==> src/rtl/uart_word_tx_if.sv <==
// Word handshake between a producer and uart_word_tx.
// A word transfers on a rising edge where s_valid and s_ready are both high.
interface uart_word_tx_if #(
    parameter int WORD_BYTES = 4
) ();
    logic [8*WORD_BYTES-1:0] s_data;
    logic                    s_valid;
    logic                    s_ready;

    modport master (output s_data, output s_valid, input s_ready);
    modport slave  (input s_data, input s_valid, output s_ready);
endinterface

==> src/rtl/uart_word_tx.sv <==
// UART transmitter that serialises a multi-byte word, least-significant byte first.
// Optional parity bit per byte is compiled in with `define UART_WORD_TX_PARITY_EN.
module uart_word_tx #(
    parameter int CLK_FREQ_HZ = 100_000_000,
    parameter int BAUD_RATE   = 115200,
    parameter int WORD_BYTES  = 4,
    parameter int STOP_BITS   = 1,
    parameter int PARITY_ODD  = 0
) (
    input  logic                 clk,
    input  logic                 rst_n,
    uart_word_tx_if.slave        s_if,
    output logic                 tx_line,
    output logic                 busy,
    output logic                 word_done,
    output logic [2:0]           dbg_state
);

    localparam int BAUD_TICKS = CLK_FREQ_HZ / BAUD_RATE;
    localparam int TICK_W     = (BAUD_TICKS > 1) ? $clog2(BAUD_TICKS) : 1;
    localparam int BYTE_W     = (WORD_BYTES > 1) ? $clog2(WORD_BYTES) : 1;
    localparam int DATA_W     = 8 * WORD_BYTES;

    localparam logic [TICK_W-1:0] TICK_LAST = TICK_W'(BAUD_TICKS - 1);
    localparam logic [BYTE_W-1:0] BYTE_LAST = BYTE_W'(WORD_BYTES - 1);
    localparam logic [2:0]        STOP_LAST = 3'(STOP_BITS - 1);

    if (BAUD_TICKS < 2) begin : g_bad_baud
        $fatal(1, "uart_word_tx: BAUD_TICKS must be at least 2");
    end
    if (WORD_BYTES < 1 || WORD_BYTES > 8) begin : g_bad_bytes
        $fatal(1, "uart_word_tx: WORD_BYTES must be in 1..8");
    end
    if (STOP_BITS != 1 && STOP_BITS != 2) begin : g_bad_stop
        $fatal(1, "uart_word_tx: STOP_BITS must be 1 or 2");
    end

    typedef enum logic [2:0] {
        IDLE   = 3'd0,
        START  = 3'd1,
        DATA   = 3'd2,
`ifdef UART_WORD_TX_PARITY_EN
        PARITY = 3'd3,
`endif
        STOP   = 3'd4
    } state_t;

    state_t              state;
    logic [TICK_W-1:0]   tick_cnt;
    logic [2:0]          bit_cnt;     // data bit index, reused as stop-bit index
    logic [BYTE_W-1:0]   byte_cnt;
    logic [DATA_W-1:0]   shreg;
    logic                tick_last;
    logic                last_stop;
    logic                last_byte;

`ifdef UART_WORD_TX_PARITY_EN
    logic                par_acc;
`else
    logic                unused_parity_odd;
    assign unused_parity_odd = (PARITY_ODD != 0);
`endif

    assign tick_last   = (tick_cnt == TICK_LAST);
    assign last_stop   = (bit_cnt == STOP_LAST);
    assign last_byte   = (byte_cnt == BYTE_LAST);

    assign s_if.s_ready = (state == IDLE);
    assign busy         = (state != IDLE);
    assign dbg_state    = state;

    always_ff @(posedge clk or negedge rst_n) begin
        if (!rst_n) begin
            state     <= IDLE;
            tick_cnt  <= '0;
            bit_cnt   <= '0;
            byte_cnt  <= '0;
            shreg     <= '0;
            tx_line   <= 1'b1;
            word_done <= 1'b0;
`ifdef UART_WORD_TX_PARITY_EN
            par_acc   <= 1'b0;
`endif
        end else begin
            word_done <= 1'b0;
            if (state == IDLE) begin
                tick_cnt <= '0;
                tx_line  <= 1'b1;
                if (s_if.s_valid) begin
                    shreg    <= s_if.s_data;
                    byte_cnt <= '0;
                    bit_cnt  <= '0;
                    tx_line  <= 1'b0;
                    state    <= START;
                end
            end else if (!tick_last) begin
                tick_cnt <= tick_cnt + 1'b1;
            end else begin
                // Bit boundary: the next line level is registered here so it
                // appears on the very first cycle of the following bit.
                tick_cnt <= '0;
                case (state)
                    START: begin
                        state   <= DATA;
                        bit_cnt <= '0;
                        tx_line <= shreg[0];
`ifdef UART_WORD_TX_PARITY_EN
                        par_acc <= shreg[0];
`endif
                    end
                    DATA: begin
                        shreg <= shreg >> 1;
                        if (bit_cnt == 3'd7) begin
                            bit_cnt <= '0;
`ifdef UART_WORD_TX_PARITY_EN
                            state   <= PARITY;
                            tx_line <= par_acc ^ (PARITY_ODD != 0);
`else
                            state   <= STOP;
                            tx_line <= 1'b1;
`endif
                        end else begin
                            bit_cnt <= bit_cnt + 1'b1;
                            tx_line <= shreg[1];
`ifdef UART_WORD_TX_PARITY_EN
                            par_acc <= par_acc ^ shreg[1];
`endif
                        end
                    end
`ifdef UART_WORD_TX_PARITY_EN
                    PARITY: begin
                        state   <= STOP;
                        bit_cnt <= '0;
                        tx_line <= 1'b1;
                    end
`endif
                    STOP: begin
                        if (!last_stop) begin
                            bit_cnt <= bit_cnt + 1'b1;
                        end else if (last_byte) begin
                            state     <= IDLE;
                            bit_cnt   <= '0;
                            byte_cnt  <= '0;
                            word_done <= 1'b1;
                        end else begin
                            // Next byte starts straight away, no idle gap.
                            state    <= START;
                            bit_cnt  <= '0;
                            byte_cnt <= byte_cnt + 1'b1;
                            tx_line  <= 1'b0;
                        end
                    end
                    default: begin
                        state   <= IDLE;
                        tx_line <= 1'b1;
                    end
                endcase
            end
        end
    end

endmodule

==> src/flat_wrapper.sv <==
// flat-port wrapper written by rule: the top's interface ports become plain ports
module uart_word_tx_flat 
#(
    parameter int CLK_FREQ_HZ = 100_000_000,
    parameter int BAUD_RATE   = 115200,
    parameter int WORD_BYTES  = 4,
    parameter int STOP_BITS   = 1,
    parameter int PARITY_ODD  = 0
)
  (clk, rst_n, tx_line, busy, word_done, dbg_state, s_if_s_data, s_if_s_valid, s_if_s_ready);
  uart_word_tx_if #(.WORD_BYTES(WORD_BYTES)) s_if_i ();
  input  logic clk;
  input  logic rst_n;
  output logic tx_line;
  output logic busy;
  output logic word_done;
  output logic [2:0] dbg_state;
  input wire logic [$bits(s_if_i.s_data)-1:0] s_if_s_data;
  input wire logic [$bits(s_if_i.s_valid)-1:0] s_if_s_valid;
  output wire logic [$bits(s_if_i.s_ready)-1:0] s_if_s_ready;
  assign s_if_i.s_data = s_if_s_data;
  assign s_if_i.s_valid = s_if_s_valid;
  assign s_if_s_ready = s_if_i.s_ready;
  uart_word_tx #(.CLK_FREQ_HZ(CLK_FREQ_HZ), .BAUD_RATE(BAUD_RATE), .WORD_BYTES(WORD_BYTES), .STOP_BITS(STOP_BITS), .PARITY_ODD(PARITY_ODD)) u_core (.clk(clk), .rst_n(rst_n), .s_if(s_if_i), .tx_line(tx_line), .busy(busy), .word_done(word_done), .dbg_state(dbg_state));
endmodule
==> config.mk <==
export PLATFORM = sky130hd
export DESIGN_NAME = uart_word_tx_flat
export DESIGN_NICKNAME = d
export VERILOG_FILES = /design/src/rtl/uart_word_tx_if.sv /design/src/rtl/uart_word_tx.sv /design/src/flat_wrapper.sv
export SDC_FILE = /design/constraint.sdc
export NUM_CORES = 1
export LEC_CHECK = 0
export BUFFER_PORTS_ARGS = -buffer_cell sky130_fd_sc_hd__buf_2
export CAP_MARGIN = 20
export CELL_PAD_IN_SITES_DETAIL_PLACEMENT = 0
export CELL_PAD_IN_SITES_GLOBAL_PLACEMENT = 1
export CORE_MARGIN = 1
export CORE_UTILIZATION = 40
export CTS_CLUSTER_SIZE = 8
export DETAILED_ROUTE_END_ITERATION = 10
export HOLD_SLACK_MARGIN = 0.06
export PLACE_DENSITY_LB_ADDON = 0.1
export RECOVER_POWER = 100
export SETUP_SLACK_MARGIN = 0.05
export SYNTH_ARGS = -nofsm -noshare
export SYNTH_HDL_FRONTEND = slang
export SYNTH_SLANG_ARGS = --single-unit
==> constraint.sdc <==
create_clock -name clk -period 1.8 [get_ports clk]
set_clock_uncertainty 0.1 [all_clocks]
set_input_delay 0.27 -clock clk [delete_from_list [all_inputs] [get_ports clk]]
set_output_delay 0.27 -clock clk [all_outputs]
set_load 0.03 [all_outputs]
# After elaboration in Yosys (flattened, before gate mapping)
# Cells that the tools add are included.
# word_totals
register_bits	52
latch_bits	0
ram_bits	0
mem_bits_ro	0
in_bits	35
out_inout_bits	7
wordCells	70
memories	0
# op_classes
addsub	3
mul	0
div_mod_pow	0
n_lt_le_gt_ge	0
eq_ne	10
n_shift	0
muxes	37
bitwise	0
reduce_logical	13
# ops
cell	n
2-to-1 mux 32 bit	4
2-to-1 mux 3 bit	10
2-to-1 mux 10 bit	2
case mux 3 bit (3 select lines)	2
2-to-1 mux 1 bit	12
2-to-1 mux 2 bit	6
adder 10 x 1 -> 10 bit, second input constant	1
equality test 10 bit, second input constant	1
AND reduction 3 bit	3
AND reduction 4 bit	2
nonzero test 2 bit	4
equality test 3 bit, second input constant	2
logical NOT 3 bit	2
inequality test 3 x 2 -> 1 bit, second input constant	2
nonzero test 4 bit	1
adder 3 x 1 -> 3 bit, second input constant	1
equality test 3 x 1 -> 1 bit, second input constant	1
equality test 3 x 2 -> 1 bit, second input constant	1
inequality test 3 bit, second input constant	1
case mux 1 bit (3 select lines)	1
nonzero test 3 bit	1
adder 2 x 1 -> 2 bit, second input constant	1
equality test 2 bit, second input constant	1
inequality test 2 bit, second input constant	1

# Longest topological paths before layout
# Gate-level depths: netlist (run 1).
# logic_depth
word_depth	6
mapped_depth	8
mapped_depth_nobuf	6

# Worst setup path after synthesis (run 1)
# Ideal clock, no wire load.
# synth_path
path_kind	register -> register
start	reg u_core.state[1], in the netlist u_core.dbg_state[1]
end	reg u_core.shreg[10]
t_arrival_ns	1.828
t_required_ns	1.575
slack_ns	-0.253
path_stages_with_launch	8
period_less_slack_ns	2.053
cell_sequence	dfrtp_1 -> buf_6 -> or3_4 -> inv_2 -> and2_4 -> a31o_4 -> buf_12 -> mux2_4
# synth_between
elab_chain_len	3
elab_cells_between_ends	7
cone_classes	eq/ne: 2; mux: 1; reduce/logical: 4
# synth_lines
element	line_no	source
start, declared	uart_word_tx.sv:48	state_t state;
start signal, assigned	uart_word_tx.sv:74	state <= IDLE;
start signal, assigned	uart_word_tx.sv:94	state <= START;
start signal, assigned	uart_word_tx.sv:104	state <= DATA;
equality test 3 x 2 -> 1 bit or logical NOT 3 bit (tied branches)	uart_word_tx.sv:102, uart_word_tx.sv:86	
nonzero test 2 bit (no source line) or inequality test 2 bit (tied branches)	n/a	
AND reduction 3 bit (no source line)	n/a	
end signal, assigned	uart_word_tx.sv:90	shreg <= s_if.s_data;
end signal, assigned	uart_word_tx.sv:112	shreg <= shreg >> 1;
end, declared	uart_word_tx.sv:52	logic [DATA_W-1:0] shreg;
# Parallel ways exist; a longest one is shown, timed or not.
# A chain may end at the register's enable or synchronous reset.

# Final worst setup path (run 1)
# layout_path
start	reg u_core.state[0], in the netlist u_core.dbg_state[0]
end	reg u_core.shreg[14]
# The elaborated chain is that of the path after synthesis.

==> impl_summary.txt, run 1 <==
----------------------------------------------------
[Cells and area]
  Filler instances ... about 670
  Area occupied by registers ... 1300 um2
  Cell Count, Final, Fillers Out ... 470
  Multi-input gate area ... 1530 um2
  Ratio of cells with drive above 1 in the final layout ... 0.390
  Final net count ... 413
  Layout overhead on the synthesized area ... 30.8%
  Number of antenna diodes ... 0
  Post-layout util ... 0.548

[Drt]
  Iteration count of the initial detailed-routing pass ... 4
  Initial DRC count ... 76
  Via count ... roughly 2200
  Vias per cell ... 4.77
  Remaining DRCs ... 0
  Routed Wire Length ... 6290 um
  Number of routed nets with antenna violations ... 0
  Average routed wire per standard cell ... 13.4 um

[Floorplanning]
  Core area ... 6910 um2
  Die X-Extent ... 87.0 um
  Floorplan die height ... a little under 90 um
  Count of pins on the block boundary ... between 40 and 50
  Standard-cell rows ... 30
  Die outline area ... 7580 um2
  Initial standard-cell utilization of the core ... 0.419

[STA]
  Final hold violations ... 0
  Slew of the pin with the lowest slew margin ... 0.635 ns
  Final critical-path share of the clock period ... 1.07
  Unrepaired setup endpoints after global routing ... yes
  Setup slack after layout ... -0.121 ns
  Peak clock frequency supported by timing ... 521 MHz
  Minimum clock period ... 1.92 ns
  Setup violations, final ... 36
  Final Max Slew Viols ... 0
  Max_slew headroom ... 0.577

[Clock network]
  Number of levels the H-tree was split into ... 2
  Maximum root-to-sink buffer count ... 2
  Buffer cell driving the clock tree root ... clkbuf_8
  Clock-pin transition on the worst setup and hold timing paths ... about 0.10 ns
  Clk sinks ... 52
  CTS tree ... built
  Later-pin clock latency in the skew report ... 0.30 ns
  Num CTS Buffers ... 5

[Logic synthesis]
  Netlist area before placement ... 2890 um2
  Post-synthesis sequential area ratio ... 0.450
  Instance count of the mapped netlist ... 293
  Distinct cells, synth ... 41
  Asr flop ratio synth ... 1.00
  Count of yosys warnings during synthesis ... 0
  Register bit total from synthesis ... 52
  Synthesized Nets ... 333
  Post-synth EDFFs ... 0
  Average footprint of a synthesized cell ... 9.87 um2
  Dominant synthesized flop cell ... dfrtp_1

[Setup path]
  Worst-path fanout max ... 8
  CP arrival ... 2.02 ns
  Kind of launch point of the worst setup path ... flip-flop
  Type of the worst setup path ... flip-flop to flip-flop
  Required time of the critical path ... 1.90 ns
  Kind of end point of the critical path ... flip-flop
  Beginning of the worst register-to-register path ... u_core.dbg_state[0]
  CP Launch Point ... u_core.dbg_state[0]

[Placed design]
  Weighted congestion reported at the end of routability-driven placement ... between 0.7 and 0.8
  Placed insts ... 449
  Setup slack at placement ... -0.0829 ns
  DPL Wire Length ... 4230 um
  Count of input and output buffers ... 41

[Global routing]
  Maximum number of pins on one net before global-route repair ... 32
  Vias in the first global route ... 2279
  Number of antenna violations at the first check in global routing ... 0
  Aggregate global-route resource usage ... 0.184
  Gr ovfl total ... 0
  Wire length of the first global-routing pass ... about 11000 um

[Power and ir drop]
  Maximum VDD drop ... between 400 and 500 uV
  Power density over the cells ... approximately 1100 nW/um2
  Static Leak ... 0.00186 uW

[Status]
  Failing checks ... setup timing
  Outcome ... complete, but fails checks

[Worst hold path]
  Path class of the lowest-slack min-delay path ... primary input to flip-flop
  Hold_sp ... s_if_s_data[31]

[Run]
  Max cap viols ... 0

----------------------------------------------------
final cells by class:
cell class,instances,area share
Inverter,8,0.00926
Clock inverter,2,0.0103
Multi-Input combinational cell,218,0.403
Timing Repair Buffer,88,0.182
Tap cell,96,0.0317
Sequential cell,52,0.345
Clock buffer,6,0.0192
final timing paths:
path,to,slack [ns],cells after the start
max,u_core.shreg[14],-0.12,7
min,u_core.shreg[31],0.09,2
max reg2reg,u_core.shreg[14],-0.12,7
min reg2reg,u_core.shreg[31],0.41,2
max in group asynchronous,u_core.tick_cnt[4],0.32,3
min in group asynchronous,u_core.shreg[8],0.41,2
timing repair:
action                     in CTS  in global routing
buffers inserted                4                  5
setup endpoints to repair      43                 49
resized for setup              21                 16
hold buffers                    1                  0
gates cloned                    2                  1
pin swaps                       3                  4
hold endpoints to repair       22                  0
through the flow:
stage | hold WS, ns | total power [uW] | area [um2] | TNS (ns)
after floorplan | -0.126 | 2840 | 2900 | -5.24
after global placement | 0.216 | 3200 | 3380 | -2.47
after detailed placement | 0.217 | 3240 | 3380 | -2.22
after CTS | 0.0856 | 4140 | 3670 | -2.77
after global routing | 0.0858 | 4460 | 3780 | -4.70
final | 0.0920 | 4140 | 3780 | -2.84
layer usage:
layer,up-vias,routed length [um],track usage
li1,1130,-,-
met1,1074,3110,0.251
met2,35,2940,0.307
met3,2,209,0.0313
met4,0,25,0.0409
met5,-,0,0
logic make-up after synthesis:
logic type | count (synthesis) | share of synthesized area
AND/OR/NAND/NOR | 150 | 0.228
flip-flops | 52 | 0.450
multiplexers | 35 | 0.174
buffers and inverters | 23 | 0.0558
AO/OA/AOI/OAI | 20 | 0.0463
XOR/XNOR | 8 | 0.0242
adder cells (fa/ha/maj) | 5 | 0.0216
synthesized netlist by cell type (2+ instances only):
library cell | count | area share
a21oi_1 | 3 | 0.0052
and2_1 | 2 | 0.0043
and3_1 | 2 | 0.0043
buf_12 | 3 | 0.021
buf_2 | 6 | 0.010
buf_6 | 2 | 0.0078
clkbuf_1 | 3 | 0.0039
dfrtp_1 | 51 | 0.44
ha_1 | 5 | 0.022
inv_1 | 7 | 0.0091
mux2_1 | 3 | 0.012
mux2_2 | 3 | 0.012
mux2_4 | 29 | 0.15
nand2_1 | 98 | 0.13
nand3_1 | 8 | 0.014
nand4_1 | 2 | 0.0043
nor2_1 | 15 | 0.019
nor2b_1 | 3 | 0.0065
nor3_1 | 7 | 0.012
nor3b_1 | 3 | 0.0078
nor4_1 | 2 | 0.0043
nor4b_1 | 2 | 0.0061
o21ai_0 | 10 | 0.017
xnor2_1 | 6 | 0.018
xor2_1 | 2 | 0.0061
where the power goes:
| group | leakage [uW] | switching (uW) | internal, uW |
|---|---|---|---|
| clock | 0.0000558 | 402 | 421 |
| combinational | 0.00115 | 591 | 895 |
| sequential | 0.000649 | 242 | 1590 |
cell usage in the layout (no fill, tap or decap), types with 3 or more instances in the layout:
cell type   n
nor2_1     14
nand3_1     7
clkbuf_8    5
o21ai_0     8
buf_12      4
mux2_4     33
inv_1       7
clkbuf_1    6
buf_6       3
buf_4      35
xnor2_1     6
nand2_1    96
buf_2      34
nor3_1      7
ha_2        3
dfrtp_1    50
worst max-delay path, cell delays in order, from the launching register on:
cell and delay, ns:
dfrtp_1 0.38, buf_4 0.13, buf_4 0.13, nor3_1 0.17, buf_4 0.15, a31o_4 0.25
clkbuf_16 0.20, mux2_4 0.30
flip-flops by register name, indices dropped and copies added (netlist names):
register	count
u_core.bit_cnt	3
u_core.tick_cnt	10
u_core.word_done	1
u_core.byte_cnt	2
u_core.shreg	32
u_core.tx_line	1
u_core.dbg_state	3
Note: power is estimated with default switching activity, not from simulation.
==> inputs of run 2 (changes only) <==
- CORE_UTILIZATION: 40 -> 44
- clock period: 1.8 -> 1.9 ns (I/O delays scaled with it)
==> run 2 against run 1 <==
The run still ends with setup timing left. Worst hold slack better by 0.0035 ns. Sequential cell count did not move. Setup slack better by 0.080 ns. Fmax is 1.0% lower. Critical endpoint is now u_core.shreg[13]. Routed wire length fell by 2.5%. Sequential power shrank 4%. Design area shrank 5.2%. Non-clock buffer count shrank 14. Critical path type unchanged.
==> impl_summary.txt, run 2 (same netlist as run 1, synthesis figures left out) <==
----------------------------------------------------
[Cells and area]
  Largest registers in the final layout ... u_core.shreg x32, u_core.tick_cnt x10
  Ratio of cells with drive above 1 in the final layout ... 0.344 (-0.0459)
  Area of all placed cells without fillers ... 3590 um2 (-5.2%)
  Post-layout util ... 0.565 (+0.0171)
  Max FFs per register ... 32 (unchanged)
  Highest-count cells in the layout ignoring fill and taps ... nand2_1 (96), dfrtp_1 (50), mux2_4 (34), buf_2 (34), buf_4 (20)
  Most common cell after layout, fill and taps aside ... nand2_1
  Final net count ... 399 (-3.4%)
  Layout overhead on the synthesized area ... 24.0%
  Cell Count, Final, Fillers Out ... 437 (-7.0%)
  Register bank with the most flops ... u_core.shreg
  Number of antenna diodes ... 0 (unchanged)
  Filler instances ... 586 (-13%)

[Floorplanning]
  Initial standard-cell utilization of the core ... 0.456 (+0.0367)
  Count of pins on the block boundary ... 42 (unchanged)
  Core area ... 6350 um2 (-8.1%)
  Standard-cell rows ... 29 (-3.3%)
  Die X-Extent ... 83.1 um (-4.5%)
  Die outline area ... 6900 um2 (-8.9%)
  Floorplan die height ... 83.1 um (-4.5%)

[Global routing]
  Maximum number of pins on one net before global-route repair ... 36 (+13%)
  Number of antenna violations at the first check in global routing ... 0 (unchanged)
  Vias in the first global route ... 2216 (-2.8%)
  Met1 global-route usage ... 0.259 (+0.00852)
  Busiest grt layer ... met2
  Gr ovfl total ... 0 (unchanged)
  Global routing met3 resource utilization ... 0.0477 (+0.0164)
  Wire length of the first global-routing pass ... 10600 um (-2.2%)
  Aggregate global-route resource usage ... 0.195 (+0.0104)
  Met2 Usage GRT ... 0.308 (+0.000663)

[Drt]
  Remaining DRCs ... 0 (unchanged)
  Iteration count of the initial detailed-routing pass ... 4 (unchanged)
  Initial DRC count ... 48 (-37%)
  Via count ... 2197 (-2.0%)
  Vias per cell ... 5.03 (+5.4%)
  Number of routed nets with antenna violations ... 0 (unchanged)
  Routed Wire Length ... 6130 um (-2.5%)
  Average routed wire per standard cell ... 14.0 um (+4.8%)

[Clock network]
  CTS tree ... built
  Num CTS Buffers ... 5 (unchanged)
  Clock-pin transition on the worst setup and hold timing paths ... 0.10 ns (about the same)
  Clk sinks ... 52 (unchanged)
  Buffer cell driving the clock tree root ... clkbuf_8
  Maximum root-to-sink buffer count ... 2 (unchanged)
  Number of levels the H-tree was split into ... 2 (unchanged)
  Later-pin clock latency in the skew report ... 0.31 ns (about the same)

[Setup path]
  R2R Path End ... u_core.shreg[13]
  Kind of end point of the critical path ... flip-flop
  Type of the worst setup path ... flip-flop to flip-flop
  Required time of the critical path ... 2.00 ns (+0.10 ns)
  Worst-path cell chain ... or3_4, inv_2, and2_4, a31o_4, buf_12, mux2_4
  Kind of launch point of the worst setup path ... flip-flop
  Longest individual stage delay on the worst path ... 0.42 ns (+0.04 ns)
  Worst r2r path cells ... 6 (-1)
  Beginning of the worst register-to-register path ... u_core.dbg_state[1]
  Worst-path fanout max ... 13 (+5)
  Flop-to-flop setup slack ... -0.04 ns (+0.08 ns)
  CP arrival ... 2.04 ns (+0.02 ns)
  Standard cell with the maximum stage delay on the critical path ... or3_4

[STA]
  Setup slack after layout ... -0.0401 ns (+0.0804 ns)
  Final critical-path share of the clock period ... 1.02 (-0.0459)
  Final Max Slew Viols ... 0 (unchanged)
  Hold WS ... 0.0956 ns (+0.00352 ns)
  Minimum clock period ... 1.94 ns (+0.0196 ns)
  Max_slew headroom ... 0.380 (-0.197)
  Peak clock frequency supported by timing ... 515 MHz (-1.0%)
  Setup violations, final ... 25 (-31%)
  Unrepaired setup endpoints after global routing ... yes
  Slew of the pin with the lowest slew margin ... 0.930 ns (+0.296 ns)
  Final hold violations ... 0 (unchanged)

[Status]
  Outcome ... complete, but fails checks
  Failing checks ... setup timing

[Placed design]
  Placement-stage cell area ... 3290 um2 (-2.8%)
  Placed insts ... 419 (-6.7%)
  DPL Wire Length ... 4000 um (-5.4%)
  Count of input and output buffers ... 41 (unchanged)
  Setup slack at placement ... 0.0305 ns (+0.113 ns)
  Weighted congestion reported at the end of routability-driven placement ... 0.774 (+1.9%)

[Worst hold path]
  Hold_sp ... s_if_s_data[31]
  Worst hold stages ... 2 (unchanged)
  Worst Hold Path EP ... u_core.shreg[31]
  Path class of the lowest-slack min-delay path ... primary input to flip-flop

[Power and ir drop]
  Power density over the cells ... 1080 nW/um2 (-1.6%)
  Static Leak ... 0.00177 uW (-4.4%)
  Maximum VDD drop ... 685 uV (+61%)

[Run]
  Max cap viols ... 0 (unchanged)

----------------------------------------------------
-- run 2: report_power, final --
part	internal, uW	total (uW)	switching, uW
Combinational	826	1350	527
Clock	391	763	371
Sequential	1510	1750	240
Total	2720	3860	1140
-- run 2: worst max path at each step --
stage / startpoint / end / cells past startpoint
5_1_grt: u_core.dbg_state[1] / u_core.shreg[21] / 6
3_3_place_gp: u_core.tick_cnt[1] / u_core.dbg_state[0] / 6
3_5_place_dp: u_core.tick_cnt[0] / u_core.shreg[20] / 6
4_1_cts: u_core.dbg_state[1] / busy / 3
6_report: u_core.dbg_state[1] / u_core.shreg[13] / 6
2_1_floorplan: u_core.dbg_state[1] / u_core.shreg[10] / 7
-- run 2: repair_timing --
| action | 4_1_cts | 5_1_grt |
|---|---|---|
| pin swaps | 1 | 2 |
| endpoints found under the hold margin | 51 | 0 |
| setup buffers | 7 | 0 |
| hold buffers | 1 | 0 |
| gates cloned | 2 | 0 |
| resized for setup | 15 | 9 |
| endpoints found under the setup margin | 35 | 45 |
-- run 2: stage by stage --
step                      setup TNS [ns]  total power, uW
after floorplan                    -1.94             2690
after global placement                 0             3010
after detailed placement               0             3040
after CTS                         -0.493             3880
after global routing               -2.00             4120
final                             -0.553             3860
-- run 2: critical path: cells and delay by family (launching register included) --
family	cells	cell delay (ns)
buffers and inverters	2	0.26
AOI/OAI and AO/OA	1	0.18
DFF	1	0.41
and+or+nand+nor	2	0.56
muxes	1	0.31
-- run 2: metal layers --
metal,wire length [um],up-vias
met3,218,10
met4,93,0
met5,0,-
met1,2910,1053
met2,2900,35
li1,-,1099
-- run 2: cell type report --
cell class	count	area [um2]	share of cell area
Timing Repair Buffer	74	559	0.156
Tap cell	77	96.3	0.0269
Sequential cell	52	1300	0.363
Clock buffer	6	72.6	0.0202
Inverter	8	30.0	0.00837
Multi-Input combinational cell	218	1490	0.415
Clock inverter	2	35.0	0.00977
